$ cat config.mk
export PLATFORM = sky130hd
export DESIGN_NAME = compuertas_param_seq
export DESIGN_NICKNAME = d
export VERILOG_FILES = /design/src/rtl/compuertas_param_seq.sv
export SDC_FILE = /design/constraint.sdc
export NUM_CORES = 1
export LEC_CHECK = 0
export BUFFER_PORTS_ARGS = -buffer_cell sky130_fd_sc_hd__buf_4
export CAP_MARGIN = 15
export CORE_MARGIN = 2
export CORE_UTILIZATION = 40
export CTS_BUF_LIST = sky130_fd_sc_hd__clkbuf_4 sky130_fd_sc_hd__clkbuf_8 sky130_fd_sc_hd__clkbuf_16
export DETAILED_ROUTE_END_ITERATION = 12
export HOLD_SLACK_MARGIN = 0.02
export SLEW_MARGIN = 20
export SYNTH_ARGS = -nofsm -noshare
export SYNTH_HDL_FRONTEND = slang
export SYNTH_SLANG_ARGS = --single-unit
$ cat constraint.sdc
create_clock -name clk -period 2.3 [get_ports clk]
set_clock_uncertainty 0.05 [all_clocks]
set_input_delay 0.345 -clock clk [delete_from_list [all_inputs] [get_ports clk]]
set_output_delay 0.345 -clock clk [all_outputs]
set_load 0.02 [all_outputs]
$ cat src/rtl/compuertas_param_seq.sv
// Registered three-input gate block: two runtime-selected bitwise functions over WIDTH-bit
// operands, in direct mode (one result per in_valid) or as a self-driven truth-table sweep.
module compuertas_param_seq #(
    parameter int WIDTH = 4,
    parameter int DWELL = 1
) (
    input  logic             clk,
    input  logic             rst,
    input  logic             mode,
    input  logic             start,
    input  logic [2:0]       op1,
    input  logic [2:0]       op2,
    input  logic [WIDTH-1:0] A,
    input  logic [WIDTH-1:0] B,
    input  logic [WIDTH-1:0] C,
    input  logic             in_valid,
    output logic [WIDTH-1:0] S1,
    output logic [WIDTH-1:0] S2,
    output logic             out_valid,
    output logic             busy,
    output logic             done,
    output logic [15:0]      sig
);

    localparam int DW_W = (DWELL > 1) ? $clog2(DWELL) : 1;
    localparam logic [DW_W-1:0] DW_LAST = DW_W'(DWELL - 1);

    typedef enum logic [1:0] {
        ST_IDLE  = 2'd0,
        ST_SWEEP = 2'd1,
        ST_DONE  = 2'd2
    } state_t;

    state_t            state_q, state_d;
    logic [2:0]        cnt_q, cnt_d;
    logic [DW_W-1:0]   dw_q, dw_d;
    logic [2:0]        op1_q, op1_d;
    logic [2:0]        op2_q, op2_d;
    logic [WIDTH-1:0]  s1_q, s1_d;
    logic [WIDTH-1:0]  s2_q, s2_d;
    logic              out_valid_q, out_valid_d;
    logic [15:0]       sig_q, sig_d;

    logic [WIDTH-1:0]  sw_a, sw_b, sw_c;
    logic [WIDTH-1:0]  sw_f1, sw_f2;
    logic [WIDTH-1:0]  dir_f1, dir_f2;

    function automatic logic [WIDTH-1:0] gate_f(
        input logic [2:0]       op,
        input logic [WIDTH-1:0] a,
        input logic [WIDTH-1:0] b,
        input logic [WIDTH-1:0] c
    );
        logic [WIDTH-1:0] r;
        r = '0;
        case (op)
            3'd0: r = a & b & c;
            3'd1: r = a | b | c;
            3'd2: r = a ^ b ^ c;
            3'd3: r = ~(a & b & c);
            3'd4: r = ~(a | b | c);
            3'd5: r = (a & b) | c;
            3'd6: r = (a & b) | (a & c) | (b & c);
            3'd7: r = (c & b) | (~c & a);
        endcase
        return r;
    endfunction

    // The sweep drives every operand bit from one bit of the combination index.
    assign sw_a = {WIDTH{cnt_q[2]}};
    assign sw_b = {WIDTH{cnt_q[1]}};
    assign sw_c = {WIDTH{cnt_q[0]}};

    assign sw_f1  = gate_f(op1_q, sw_a, sw_b, sw_c);
    assign sw_f2  = gate_f(op2_q, sw_a, sw_b, sw_c);
    assign dir_f1 = gate_f(op1, A, B, C);
    assign dir_f2 = gate_f(op2, A, B, C);

    always_comb begin
        // NOTE: every next-state signal gets its hold value first so no path leaves it
        // unassigned; that is what keeps this block free of inferred latches.
        state_d     = state_q;
        cnt_d       = cnt_q;
        dw_d        = dw_q;
        op1_d       = op1_q;
        op2_d       = op2_q;
        s1_d        = s1_q;
        s2_d        = s2_q;
        out_valid_d = 1'b0;
        sig_d       = sig_q;

        unique case (state_q)
            ST_IDLE: begin
                // mode arbitrates a simultaneous start and in_valid.
                if (mode) begin
                    if (start) begin
                        state_d = ST_SWEEP;
                        op1_d   = op1;
                        op2_d   = op2;
                        sig_d   = '0;
                        cnt_d   = '0;
                        dw_d    = '0;
                    end
                end else if (in_valid) begin
                    s1_d        = dir_f1;
                    s2_d        = dir_f2;
                    out_valid_d = 1'b1;
                end
            end

            ST_SWEEP: begin
                if (dw_q == DW_LAST) begin
                    s1_d                = sw_f1;
                    s2_d                = sw_f2;
                    out_valid_d         = 1'b1;
                    sig_d[{1'b0, cnt_q}] = sw_f1[0];
                    sig_d[{1'b1, cnt_q}] = sw_f2[0];
                    dw_d                = '0;
                    cnt_d               = cnt_q + 3'd1;
                    if (cnt_q == 3'd7) begin
                        state_d = ST_DONE;
                    end
                end else begin
                    dw_d = dw_q + DW_W'(1);
                end
            end

            ST_DONE: begin
                state_d = ST_IDLE;
            end

            default: begin
                state_d = ST_IDLE;
            end
        endcase
    end

    always_ff @(posedge clk) begin
        // NOTE: state registers use non-blocking assignments so every register samples
        // the values from before this edge, independent of statement order.
        if (rst) begin
            state_q     <= ST_IDLE;
            cnt_q       <= '0;
            dw_q        <= '0;
            op1_q       <= '0;
            op2_q       <= '0;
            s1_q        <= '0;
            s2_q        <= '0;
            out_valid_q <= 1'b0;
            sig_q       <= '0;
        end else begin
            state_q     <= state_d;
            cnt_q       <= cnt_d;
            dw_q        <= dw_d;
            op1_q       <= op1_d;
            op2_q       <= op2_d;
            s1_q        <= s1_d;
            s2_q        <= s2_d;
            out_valid_q <= out_valid_d;
            sig_q       <= sig_d;
        end
    end

    assign S1        = s1_q;
    assign S2        = s2_q;
    assign out_valid = out_valid_q;
    assign busy      = (state_q == ST_SWEEP);
    assign done      = (state_q == ST_DONE);
    assign sig       = sig_q;

endmodule

Yosys cells after proc, flatten, opt, wreduce, memory -nomap -nowiden. Cells that the tools add are included.

$lt $le $gt $ge: 4. Reductions and logical operators: 13. Mux-type cells: 39. Equality and inequality tests: 37. $add $sub $neg: 2. Bitwise operators: 32.

Operators by type and width (number): 4-bit one-hot mux with 8 select lines (4); 3-bit equality test, second input constant (17); 16-bit 2-to-1 mux (3); 4-bit bitwise OR (12); 4-bit AND (10); 16-bit bitwise mux (2); 16-bit one-hot mux with 2 select lines (1); 3-bit by 2-bit equality test with 1-bit output, second input constant (8); 4-bit 2-to-1 mux (6); 4-bit inverter (6); 4-bit one-hot mux with 2 select lines (2); 4-bit XOR (4); 3-bit by 1-bit equality test with 1-bit output, second input constant (4); 3-bit logical NOT (4); 4-bit AND reduction (3); 2-bit inequality test, second input constant (5); 3-bit 2-to-1 mux (3); 1-bit 2-to-1 mux (8); 2-bit 2-to-1 mux (4); 1-bit demux with 3-bit select (2); 3-bit one-hot mux with 2 select lines (1); 3-bit AND reduction (2); 3-bit by 5-bit < comparator with 1-bit output, second input constant (1); 4-bit by 5-bit < comparator with 1-bit output, second input constant (1); other kinds (12) (14).

Output and inout bits: 27. Input port bits: 23. Word-level logic and storage cells: 136. Bits in registers: 37.

Depth between registers and ports, before layout.
Depth after elaboration: 8. Gate-level depth with buffers: 8. Gate-level depth less buffers: 7.

Least setup slack after synthesis. OpenSTA, ideal clock, no wires.

Path kind: register -> register. Start point: register cnt_q[1]. End point: register s2_q[2] (netlist: S2[2]). Arrival: 1.810 ns. Setup slack: 0.306 ns. Period minus slack after synthesis: 1.994 ns. Stages on the path, launching flop included: 7. Cells stage by stage: dfxtp_1 -> fa_1 -> o21ai_0 -> o32ai_1 -> a32oi_1 -> and2_1 -> a211oi_1.

Longest elaborated chain between the ends: 6. Elaborated cells on any way between the ends: 16.

RTL lines: from (decl) (line 35) `logic [2:0] cnt_q, cnt_d;`; from (signal assigned) (line 153) `cnt_q <= cnt_d;`; 4-bit AND or 4-bit bitwise OR (tied branches); 4-bit bitwise OR (tied with other cells) (2 in a row) (line 63) `3'd6: r = (a & b) | (a & c) | (b & c);`; 4-bit one-hot mux with 8 select lines (*) (line 56) `case (op)`; 4-bit 2-to-1 mux (*) (line 112) `if (dw_q == DW_LAST) begin`; 4-bit one-hot mux with 2 select lines (*) (line 92) `unique case (state_q)`; to (signal assigned) (line 148) `s2_q <= '0;`; to (signal assigned) (line 158) `s2_q <= s2_d;`; to (decl) (line 40) `logic [WIDTH-1:0] s2_q, s2_d;`.

Mark *: on every way between the ends. The rest lies on a longest branch, timed or not. The select of a mux whose other input is x is not followed. A chain may end at the register's enable or synchronous reset.

Worst setup path after layout.
Start point: register cnt_q[1]. End point: register sig_q[8] (netlist: sig[8]).

Longest elaborated chain between the ends: 8. Elaborated cells on any way between the ends: 24.

RTL lines: parallel branches: the longest is 5 deep, another holds 4-bit by 5-bit < comparator with 1-bit output; 16-bit bitwise mux (*) (line 117) `sig_d[{1'b1, cnt_q}] = sw_f2[0];`; 16-bit 2-to-1 mux (*) (line 112); 16-bit one-hot mux with 2 select lines (*) (line 92); to (signal assigned) (line 160) `sig_q <= sig_d;`; to (decl) (line 42) `logic [15:0] sig_q, sig_d;`.

Mark *: on every way between the ends. The select of a mux whose other input is x is not followed.

==> metrics.txt <==
worst ir drop on vdd about 0.32 mV; IO Pins 50; Cell Area, Synth 0.00253 mm²; CTS buffer count 5; Crit Path Max Fanout 8; Distinct cells, synth 51; Async S/R FF share, synth 0%; fill count between 600 and 700; PortBufs between 40 and 50; WP depth 8; Worst-path clk slew 0.08 ns; clk sink count 36; first-pass GRT wire length about 11,000 µm; setup slack at placement roughly 0.17 ns; vias in the first global route 2,265; total of max-cap violations 0; Rel. slew slack between 60% and 70%; later-pin clock latency in the skew report around 0.29 ns; die height between 80 and 90 µm; Post-DRT Antenna Nets 0; CTS tree done; worst slew pin tran 0.563 ns; Min-Delay Path Class in -> reg; drc violations 0; yosys warns 0; Initial Utilization 41.9%; CP Data Required Time 2.47 ns; Worst setup SP type flop; Max Slew Vio Count 0; Synth Area per Inst ~7.7 µm²; Post-Route WL 6500 µm; syn nets 371; Fin. Hold Viols 0; # rows 28; Wirelength per Cell about 15 µm; delay of the slowest critical-path stage approximately 0.42 ns; post-synth top area cell dfxtp_1; minimum clock period ~2.0 ns; buffer depth of the longest clock path 2; DP HPWL 4930 µm; Synth Flop Type dfxtp_1; Top delay family on crit path compound AO/OA/AOI/OAI gates; Die Footprint about 0.007 mm²; status completed; H-Tree Depth 2; final worst slack 0.258 ns; worst-path cell chain inv_1 -> ha_1 -> nor2b_1 -> o32ai_1 -> a32oi_1 -> buf_4 -> or2_2 -> a21oi_1; GRT overflow 0; post-synthesis register bit count 36; Worst Path Buf+Inv 2; sum of negative setup slack 0 ns; Total GRT Usage a little under a fifth; 1st-iter DRT viols 96; initial antenna violation count 0; Layout area overhead 21.0%; fraction of layout cells with a size suffix above 1 between 10% and 20%; iteration count of the initial detailed-routing pass 4; area occupied by multi-input gates 0.00163 mm²; reg2reg path depth 8; core area roughly 0.006 mm²; Syn Inst Count 328; final period utilization approximately nine tenths; RSZ-0062 raised after global routing false; largest net degree at the start of global routing 28; P_leak roughly 1.3 nW; Clock Tree Root clkbuf_8; Die Span X ~83 µm; FF/Latch Area 723 µm²; Crit. End Element flop; ANT cells 0; CP max-delay cell dfxtp_2; Worst Hold Depth 3; Fmax 490 MHz; power per cell area about 520 mW/mm²; Final nets slightly above 400; reg2reg setup slack roughly 0.26 ns; post-synthesis sequential area ratio roughly 29%; Vias about 2,500; GPL Wtd Cong just under 0.9; kind of critical path reg -> reg; Yosys top cell area share between 20% and 30%; Finish-stage setup viols 0; WP data arrival about 2.2 ns; top cells by area, synth dfxtp_1, ha_1, a21oi_1; Vias per Instance around 5.5; Post-synth EDFFs 0
-- timing repair --
| item | in CTS | in global routing |
|---|---|---|
| buffers inserted | 0 | 0 |
| endpoints found under the setup margin | 0 | 2 |
| gates resized for setup | 0 | 2 |
| hold buffers | 0 | 0 |
-- stage by stage --
step	hold WS, ns	total power, mW	std cells	utilization [%]	instance area (µm²)
finish	0.340	1.58	446	50.7	3060
global route	0.340	1.67	446	50.7	3060
CTS	0.334	1.60	446	50.7	3060
detailed placement	0.398	1.03	438	48.8	2940
global placement	0.395	1.03	438	48.8	2940
floorplan	0.386	0.902	328	-	2530
-- report_power, final --
| group | internal (mW) | switching (mW) | total [mW] |
|---|---|---|---|
| clock network | 0.326 | 0.239 | 0.565 |
| logic | 0.145 | 0.204 | 0.349 |
| registers | 0.645 | 0.0180 | 0.663 |
| total | 1.12 | 0.461 | 1.58 |
-- cells by family after synthesis --
family,share of synthesized area [%]
AOI/OAI and AO/OA,23.8
muxes,4.11
buffers and inverters,6.83
DFF,28.5
adders and majority gates,11.4
and+or+nand+nor,25.4
-- layout make-up --
cell class / instances / share of cell area [%]
flip-flops and latches: 36 / 23.6
clock buffers: 5 / 2.25
inverters: 21 / 2.58
well taps: 75 / 3.07
multi-input cells: 251 / 53.4
repair buffers: 55 / 13.5
clock inverters: 3 / 1.51
-- tightest hold or removal path, delay by kind of cell --
kind / cells / cell delay, ns
AOI/OAI and AO/OA: 1 / 0.08
buffers and inverters: 1 / 0.11
and+or+nand+nor: 1 / 0.10
-- cell usage after synthesis (all sizes together) (2+ instances only) --
library cell	n
a221o	3
a32oi	3
o31ai	3
fa	5
nor3	7
o211ai	2
dfxtp	36
or3b	2
a21oi	29
nor2	23
o32ai	2
nand2b	8
nor3b	3
nand2	37
nand3	27
clkbuf	11
buf	9
a211oi	8
o22ai	3
and2	2
o21a	3
a211o	2
or4b	2
a311oi	3
o21ai	17
inv	21
or2	9
mux2i	7
o221ai	4
a22oi	2
ha	15
a31oi	4
nor2b	4
-- cells in the final DEF, fill, tap and decap left out, types with 7 or more instances in the layout --
master and n:
nand2_1 37, nor2_1 23, a211oi_1 7, nand3_1 27
inv_1 20, nor3_1 7, or2_1 7, o21ai_0 17
mux2i_1 7, nand2b_1 8, a21oi_1 29, dfxtp_1 34
buf_4 55, ha_1 15
-- per-layer routing --
| layer | global-route usage, % | vias up | routed length, µm |
|---|---|---|---|
| li1 | - | 1255 | - |
| met1 | 26.9 | 1137 | 3120 |
| met2 | 29.8 | 63 | 3020 |
| met3 | 2.77 | 7 | 264 |
| met4 | 4.99 | 0 | 97 |
| met5 | 0 | - | 0 |
-- final timing paths --
check                           startpoint   endpoint
worst min register to register    op2_q[2]   op2_q[2]
worst min-delay path              in_valid  out_valid
worst max register to register    cnt_q[1]     sig[8]
worst max-delay path              cnt_q[1]     sig[8]
-- registers in the layout (all words and copies together) (netlist names) --
register	count
out_valid	1
op1_q	3
state_q	2
op2_q	3
S2	4
S1	4
cnt_q	3
sig	16
(Power assumes the default switching activity.)
